## config.mk

```make
export PLATFORM = sky130hd
export DESIGN_NAME = uart_rx_cfg
export DESIGN_NICKNAME = d
export VERILOG_FILES = /design/src/rtl/uart_rx_cfg_pkg.sv /design/src/rtl/uart_rx_cfg_bit_timer.sv /design/src/rtl/uart_rx_cfg.sv
export SDC_FILE = /design/constraint.sdc
export NUM_CORES = 1
export LEC_CHECK = 0
export CORE_UTILIZATION = 45
export DETAILED_ROUTE_END_ITERATION = 16
export SYNTH_ARGS = -nofsm -noshare
export SYNTH_HDL_FRONTEND = slang
export SYNTH_SLANG_ARGS = --single-unit
```

## constraint.sdc

```tcl
create_clock -name clk -period 3.42 [get_ports clk]
set_input_delay 0.342 -clock clk [delete_from_list [all_inputs] [get_ports clk]]
set_output_delay 0.342 -clock clk [all_outputs]
set_load 0.05 [all_outputs]
```

## src/rtl/uart_rx_cfg_pkg.sv

```systemverilog
// rtl/uart_rx_cfg_pkg.sv - parity codes, receiver FSM states and helpers shared by the UART blocks
package uart_rx_cfg_pkg;

    localparam int PARITY_NONE = 0;
    localparam int PARITY_ODD  = 1;
    localparam int PARITY_EVEN = 2;

    typedef enum logic [2:0] {
        ST_IDLE,
        ST_START,
        ST_DATA,
        ST_PARITY,
        ST_STOP,
        ST_BREAK
    } rx_state_t;

    // Counter width able to hold CYC_BIT-1 (at least one bit).
    function automatic int timer_width(input int cyc_bit);
        return (cyc_bit > 1) ? $clog2(cyc_bit) : 1;
    endfunction

    function automatic logic parity_error(input int mode, input logic data_xor, input logic par_bit);
        logic sum;
        sum = data_xor ^ par_bit;
        case (mode)
            PARITY_ODD:  return ~sum;
            PARITY_EVEN: return sum;
            default:     return 1'b0;
        endcase
    endfunction

endpackage

```

## src/rtl/uart_rx_cfg_bit_timer.sv

```systemverilog
// rtl/uart_rx_cfg_bit_timer.sv - loadable bit-period down-counter with expiry pulse
module uart_rx_cfg_bit_timer
    import uart_rx_cfg_pkg::*;
#(
    parameter int CYC_BIT = 434,
    parameter int W       = timer_width(CYC_BIT)
) (
    input  logic         clk,
    input  logic         rst_n,
    input  logic         en,
    input  logic         load,
    input  logic [W-1:0] load_val,
    output logic         expire
);

    localparam logic [W-1:0] RELOAD = W'(CYC_BIT - 1);

    logic [W-1:0] cnt;

    // Auto-reload on expiry keeps every bit exactly CYC_BIT cycles from the first centre.
    always_ff @(posedge clk) begin
        if (!rst_n) begin
            cnt <= '0;
        end else if (load) begin
            cnt <= load_val;
        end else if (en) begin
            cnt <= (cnt == '0) ? RELOAD : cnt - W'(1);
        end
    end

    assign expire = en && !load && (cnt == '0);

endmodule

```

## src/rtl/uart_rx_cfg.sv

```systemverilog
// rtl/uart_rx_cfg.sv - parametrised UART receiver with mid-bit sampling, valid/ready output and error flags
module uart_rx_cfg
    import uart_rx_cfg_pkg::*;
#(
    parameter int CLK_FREQ  = 50_000_000,
    parameter int BAUD      = 115_200,
    parameter int DATA_BITS = 8,
    parameter int PARITY    = 0,
    parameter int STOP_BITS = 1
) (
    input  logic                 clk,
    input  logic                 rst_n,
    input  logic                 uart_rx,
    output logic [DATA_BITS-1:0] rx_data,
    output logic                 rx_valid,
    input  logic                 rx_ready,
    output logic                 frame_err,
    output logic                 parity_err,
    output logic                 overrun_err,
    output logic                 break_det
);

    localparam int             CYC_BIT  = CLK_FREQ / BAUD;
    localparam int             TW       = timer_width(CYC_BIT);
    localparam logic [TW-1:0]  HALF_BIT = TW'(CYC_BIT / 2);

    logic                 rx_meta;
    logic                 rx_s;
    logic                 rx_s_d;
    rx_state_t            state;
    rx_state_t            state_next;
    logic                 timer_load;
    logic                 timer_en;
    logic                 expire;
    logic                 frame_done;
    logic [3:0]           bit_cnt;
    logic                 stop_cnt;
    logic [DATA_BITS-1:0] shift_reg;
    logic                 par_bit;
    logic                 stop_any_low;
    logic                 stop_all_low;
    logic                 fall;
    logic                 fin_frame_err;
    logic                 fin_parity_err;
    logic                 fin_break;

    assign fall     = rx_s_d & ~rx_s;
    assign timer_en = (state != ST_IDLE) && (state != ST_BREAK);

    uart_rx_cfg_bit_timer #(
        .CYC_BIT (CYC_BIT),
        .W       (TW)
    ) u_bit_timer (
        .clk      (clk),
        .rst_n    (rst_n),
        .en       (timer_en),
        .load     (timer_load),
        .load_val (HALF_BIT),
        .expire   (expire)
    );

    // Frame verdict including the stop sample being taken this cycle.
    assign fin_frame_err  = stop_any_low | ~rx_s;
    assign fin_parity_err = parity_error(PARITY, ^shift_reg, par_bit);
    assign fin_break      = (shift_reg == '0) && !par_bit && stop_all_low && !rx_s;

    always_comb begin
        state_next = state;
        timer_load = 1'b0;
        frame_done = 1'b0;
        case (state)
            ST_IDLE: begin
                if (fall) begin
                    timer_load = 1'b1;
                    state_next = ST_START;
                end
            end
            ST_START: begin
                if (expire) begin
                    state_next = rx_s ? ST_IDLE : ST_DATA;
                end
            end
            ST_DATA: begin
                if (expire && (bit_cnt == 4'(DATA_BITS - 1))) begin
                    state_next = (PARITY != PARITY_NONE) ? ST_PARITY : ST_STOP;
                end
            end
            ST_PARITY: begin
                if (expire) begin
                    state_next = ST_STOP;
                end
            end
            ST_STOP: begin
                // Leave at the centre of the last stop bit so a back-to-back start edge is seen.
                if (expire && (stop_cnt == 1'(STOP_BITS - 1))) begin
                    frame_done = 1'b1;
                    state_next = fin_break ? ST_BREAK : ST_IDLE;
                end
            end
            ST_BREAK: begin
                if (rx_s) begin
                    state_next = ST_IDLE;
                end
            end
            default: state_next = ST_IDLE;
        endcase
    end

    always_ff @(posedge clk) begin
        if (!rst_n) begin
            rx_meta      <= 1'b1;
            rx_s         <= 1'b1;
            rx_s_d       <= 1'b1;
            state        <= ST_IDLE;
            bit_cnt      <= '0;
            stop_cnt     <= 1'b0;
            shift_reg    <= '0;
            par_bit      <= 1'b0;
            stop_any_low <= 1'b0;
            stop_all_low <= 1'b1;
            rx_data      <= '0;
            rx_valid     <= 1'b0;
            frame_err    <= 1'b0;
            parity_err   <= 1'b0;
            overrun_err  <= 1'b0;
            break_det    <= 1'b0;
        end else begin
            rx_meta <= uart_rx;
            rx_s    <= rx_meta;
            rx_s_d  <= rx_s;
            state   <= state_next;

            if (state == ST_IDLE && fall) begin
                bit_cnt      <= '0;
                stop_cnt     <= 1'b0;
                shift_reg    <= '0;
                par_bit      <= 1'b0;
                stop_any_low <= 1'b0;
                stop_all_low <= 1'b1;
            end
            if (expire) begin
                case (state)
                    ST_DATA: begin
                        shift_reg <= {rx_s, shift_reg[DATA_BITS-1:1]};
                        bit_cnt   <= bit_cnt + 4'd1;
                    end
                    ST_PARITY: par_bit <= rx_s;
                    ST_STOP: begin
                        stop_cnt     <= stop_cnt + 1'b1;
                        stop_any_low <= stop_any_low | ~rx_s;
                        stop_all_low <= stop_all_low & ~rx_s;
                    end
                    default: ;
                endcase
            end

            // Acceptance in the completion cycle frees the holding register, so that is a load.
            overrun_err <= 1'b0;
            break_det   <= 1'b0;
            if (frame_done) begin
                break_det <= fin_break;
                if (!rx_valid || rx_ready) begin
                    rx_valid   <= 1'b1;
                    rx_data    <= shift_reg;
                    frame_err  <= fin_frame_err;
                    parity_err <= fin_parity_err;
                end else begin
                    overrun_err <= 1'b1;
                end
            end else if (rx_valid && rx_ready) begin
                rx_valid <= 1'b0;
            end
        end
    end

endmodule

```

After elaboration in Yosys (flattened, before gate mapping)
Index checks and enable logic that the tools add are counted.
{ "classes": {"n_addsub": 3, "eq_ne": 14, "muxes": 38, "bitwise_logic": 6, "reduce_logical": 26} }
{ "op_table": {"columns": ["cell", "n"], "rows": [
  ["$mux W8", 5],
  ["$mux W3", 7],
  ["$mux W1", 20],
  ["$pmux W3 S6", 1],
  ["$mux W4", 3],
  ["$ne A2 B2 Y1 const B", 6],
  ["$logic_and A1 B1 Y1", 10],
  ["$logic_not A9 Y1", 1],
  ["$mux W9", 1],
  ["$sub A9 B1 Y9 const B", 1],
  ["$logic_not A8 Y1", 1],
  ["$eq A3 B2 Y1 const B", 2],
  ["$eq A3 B3 Y1 const B", 2],
  ["$reduce_and A2 Y1", 3],
  ["$reduce_and A6 Y1", 1],
  ["$add A4 B1 Y4 const B", 1],
  ["$eq A4 B3 Y1 const B", 1],
  ["$logic_not A1 Y1", 4],
  ["$reduce_bool A2 Y1", 2],
  ["$eq A3 B1 Y1 const B", 1],
  ["$logic_not A3 Y1", 1],
  ["$ne A3 B3 Y1 const B", 1],
  ["$not A1 Y1", 3],
  ["$reduce_bool A3 Y1", 1],
  ["other kinds (7)", 8]
]} }
{ "totals": {"reg_bits": 43, "inputBits": 4, "out_inout_bits": 13, "word_cells": 104} }

Longest topological paths before layout
{ "logic_depth": {"ltp_word": 12, "depth_mapped": 8, "depth_no_buf": 7} }

Cells and area by module
Synthesis repeated with hierarchy kept, for this count alone.
{ "hier_totals": {"hier_cells": 230, "area_unflattened_um2": 2026.9} }
{ "by_module_without_submodules": {"columns": ["mod", "instances", "cells_each", "area_each_um2", "seq_area_each_um2"], "rows": [
  ["uart_rx_cfg", 1, 160, 1476.4, 680.7],
  ["uart_rx_cfg_bit_timer", 1, 70, 550.5, 180.2]
]} }

Least setup slack after synthesis
Ideal clock, no wire load.
{ "synth_timing": {"path_type": "reg-to-reg", "from": "register u_bit_timer.cnt[0]", "to": "register frame_err", "setup_time_ns": 0.122, "arrival_time_ns": 1.722, "slack_ns": 1.576, "stages_incl_launch_ff": 7, "n_path_buf": 0, "synth_period_minus_slack_ns": 1.844, "path_cell_list": "dfxtp_1 inv_1 ha_1 or4b_4 nor4_4 nand2_2 o311a_1"} }
{ "synth_via": {"elab_chain_len": 6} }
{ "synth_lines": {"columns": ["item", "line_no", "rtl"], "rows": [
  ["start, declared", "uart_rx_cfg_bit_timer.sv:18", "logic [W-1:0] cnt;"],
  ["start signal, assigned", "uart_rx_cfg_bit_timer.sv:25", "cnt <= load_val;"],
  ["start signal, assigned", "uart_rx_cfg_bit_timer.sv:27", "cnt <= (cnt == '0) ? RELOAD : cnt - W'(1);"],
  ["$logic_not A9 Y1", "uart_rx_cfg_bit_timer.sv:31", "assign expire = en && !load && (cnt == '0);"],
  ["$logic_and A1 B1 Y1", "uart_rx_cfg_bit_timer.sv:31", null],
  ["$logic_and A1 B1 Y1", "uart_rx_cfg.sv:95", "if (expire && (stop_cnt == 1'(STOP_BITS - 1))) begin"],
  ["$mux W1", "uart_rx_cfg.sv:95", null],
  ["$mux W1", "uart_rx_cfg.sv:71", "case (state)"],
  ["$reduce_and A2 Y1 (no line)", null, null],
  ["end signal, assigned", "uart_rx_cfg.sv:165", "frame_err <= fin_frame_err;"],
  ["end, declared", "uart_rx_cfg.sv:17", "output logic frame_err,"]
]} }
No other way between the ends.
A chain may end at the register's enable or synchronous reset.

Worst setup path in the final report
Ends and elaborated chain as after synthesis.

==> impl_metrics.toml <==
[status]
outcome = "complete, no violations"

[critical_path]
worst_ep_required_time_ns = 3.60
critical-path-max-stage-delay_ns = 0.59
critPathSlowestCell = "sky130_fd_sc_hd__nor4_4"
path_max_fanout = 11
crit_path_class = "reg -> reg"
worst_setup_path_end_kind = "register"
worstPathCellList = "inv_1, ha_1, or4b_4, nor4_4, nand2_2, o311a_1"
timing.critical_path.arrival_ns = 2.55
worst_setup_path_start_kind = "register"

[run]
max_cap_viol_count = 0

[timing]
fin_tns_setup_ns = 0
setup_viol = 0
fmax_ghz = 0.4220
final-max-slew-violation-count = 0
fin_skew_ns = 0.005338
fin_hold_ws_ns = 0.4273
final_hold_viol_count = 0
worst_slew_margin_rel_pct = 51.27
period_needed_ns = 2.369
tightest_slew_ns = 0.7310
finalCritPeriodShare_pct = 69.28
rsz0062_at_grt = "no"

[power]
irDropWorstVdd_v = 0.0002973
cellPowerDensity_nw_per_um2 = 604.5
switching_share_pct = 33.57
internal_power_mw = 0.8752
seqPwrFrac_pct = 44.8
p_sw_mw = 0.4423
p_clk_share_pct = 26.2
comb_power_share_pct = 29.0
cellLeakagePower_nw = 0.7456

[grt]
antenna_violations_before_repair = 0
grt_residual_overflow = 0
total_track_usage_pct = 20.38
grt_pass1_wl_microns = 6831
pin_count_of_the_biggest_net_entering_global_routing = 31
vias_in_the_first_global_route = 1459

[clocking]
post-cts-setup-buffers = 0
cts_tree = "built"
cts.clk_slew.worst_paths_ns = 0.08
ctsHtreeMaxLevel = 2
worst_skew_pair.late_latency_ns = 0.29
cts_buffer_depth = 2
cts_inserted_buffers = 5
clock_sink_count = 43
ctsRootBufferMaster = "sky130_fd_sc_hd__clkbuf_8"
post_cts_hold_buffer_count = 0
cts-resized-gates = 0

[synth]
yosysSeqAreaShare_pct = 44.73
post_syn_area_per_cell_sq_um = 8.259
syn_inst = 233
post_synth_most_frequent_cells = "sky130_fd_sc_hd__dfxtp_1 (43), sky130_fd_sc_hd__nand2_1 (33), sky130_fd_sc_hd__a21oi_1 (24)"
yosysTopAreaCellShare_pct = 44.73
synthesis.yosys.warnings = 0
ys_ff_latch = 43
async_flop_share_pct = 0
yosysTopAreaCell = "sky130_fd_sc_hd__dfxtp_1"
dominantRegCellSynth = "sky130_fd_sc_hd__dfxtp_1"
yosysUniqueCellTypes = 49
ys_top_cells_by_area = "sky130_fd_sc_hd__dfxtp_1 (45%), sky130_fd_sc_hd__nand2_1 (6.4%), sky130_fd_sc_hd__a21oi_1 (6.2%), sky130_fd_sc_hd__nand3_1 (5.5%), sky130_fd_sc_hd__nor2_1 (4.1%)"
cell_area_synth_sq_um = 1924
number_of_synthesized_flops_with_an_enable_pin = 0
synth_fp_nets = 239
yosysMostFrequentCell = "sky130_fd_sc_hd__dfxtp_1"

[floorplanning]
fp.dieH_microns = 67.40
die_area_sq_um = 4542
ios = 17
initial_core_utilization_pct = 47.43
die_width_microns = 67.40
core_area_sq_um = 4058
rows = 23

[final_layout]
final_net_count = 248
post_route_cells_drive_above_1_share_pct = 8.230
antenna-diode-count = 0
syn2layout_area_growth_pct = 13.26
largest_register_ffs = 9
postLayoutCoreUtil_pct = 53.72

[detailed_routing]
drtAntennaViolNets = 0
routedWlPerCell_microns = 14.53
vias = 1657
drt_first_iter_violations = 149
dr.pass1.iters = 4
viasPerCell = 5.655
top_layer = "met4"
wl_met1_microns = 2150
drc = 0
met2WireLength_microns = 1863
post_route_wl_microns = 4257
detailroute.wirelength.met3_microns = 200

[worst_hold_path]
holdCritPathClass = "reg -> reg"

[placement]
place.detailed.hpwl_microns = 2942
gp_congestion = 0.7962
place.port_buffers = 15
[power by group through the flow]
stage | Combinational (mW) | Sequential [mW] | Clock (mW)
2_1_floorplan | 0.328 | 0.580 | 0
3_3_place_gp | 0.371 | 0.597 | 0
3_5_place_dp | 0.377 | 0.599 | 0
4_1_cts | 0.379 | 0.587 | 0.357
5_1_grt | 0.420 | 0.595 | 0.379
6_report | 0.382 | 0.590 | 0.346
[critical path: cells and delay by family, from the launching register on]
family,cells,cell delay (ns)
AOI/OAI and AO/OA,1,0.34
adders and majority gates,1,0.19
buffers and inverters,1,0.06
DFF,1,0.32
and+or+nand+nor,3,1.35
[final timing paths]
kind / start / endpoint / slack (ns) / cells past startpoint
setup / recovery: u_bit_timer.cnt[0] / frame_err / 1.05 / 6
hold reg to reg: rx_meta / rx_s / 0.43 / 1
setup reg to reg: u_bit_timer.cnt[0] / frame_err / 1.05 / 6
hold / removal: rx_meta / rx_s / 0.43 / 1
[cell type report]
cell class / count / area, sq um
flip-flops and latches: 43 / 860.8
repair buffers: 16 / 157.7
multi-input cells: 172 / 983.4
well taps: 50 / 62.56
inverters: 4 / 15.01
clock buffers: 8 / 100.1
fillers: 376 / 1878
[logic make-up after synthesis]
family,count (synthesis),synth area share (%)
DFF,43,44.73
muxes,4,2.211
and+or+nand+nor,115,31.01
buffers and inverters,18,4.161
other,1,0.1949
AOI/OAI and AO/OA,49,15.93
adders and majority gates,2,1.300
xor gates and xnor gates,1,0.4552
[per-stage QoR]
| stage | area (sq um) | std cells | total power [mW] | worst slack, ns |
|---|---|---|---|---|
| floorplan | 1924 | 233 | 0.9082 | 1.576 |
| global placement | 2079 | 285 | 0.9689 | 1.167 |
| detailed placement | 2079 | 285 | 0.9767 | 1.067 |
| CTS | 2180 | 293 | 1.323 | 1.061 |
| global route | 2180 | 293 | 1.394 | 0.8599 |
| finish | 2180 | 293 | 1.318 | 1.051 |
[layout by cell type, fill, tap and decap left out, types with 2 or more instances in the layout]
master and count:
sky130_fd_sc_hd__nor3b_1 2, sky130_fd_sc_hd__or2_2 4, sky130_fd_sc_hd__nand2_1 33, sky130_fd_sc_hd__or3_1 2, sky130_fd_sc_hd__clkbuf_8 7, sky130_fd_sc_hd__nor2b_1 2, sky130_fd_sc_hd__a31oi_1 5, sky130_fd_sc_hd__nor4_1 2
sky130_fd_sc_hd__nand4_1 2, sky130_fd_sc_hd__a311oi_1 2, sky130_fd_sc_hd__nand3_1 21, sky130_fd_sc_hd__nor2_1 21, sky130_fd_sc_hd__or4_1 3, sky130_fd_sc_hd__clkdlybuf4s50_1 15, sky130_fd_sc_hd__mux2i_1 2, sky130_fd_sc_hd__nor3_1 5
sky130_fd_sc_hd__ha_1 2, sky130_fd_sc_hd__nand2b_1 7, sky130_fd_sc_hd__a21oi_1 24, sky130_fd_sc_hd__dfxtp_1 43, sky130_fd_sc_hd__o21ai_0 4, sky130_fd_sc_hd__o21a_1 2, sky130_fd_sc_hd__inv_1 4, sky130_fd_sc_hd__mux2_2 2
sky130_fd_sc_hd__nor4b_1 2
[routing by layer]
metal  vias to the layer above  track usage [%]
met5                         -                0
met3                         5            5.236
met2                        35            29.38
met4                         0            6.383
met1                       775            29.34
li1                        842                -
Note: power is estimated with default switching activity, not from simulation.
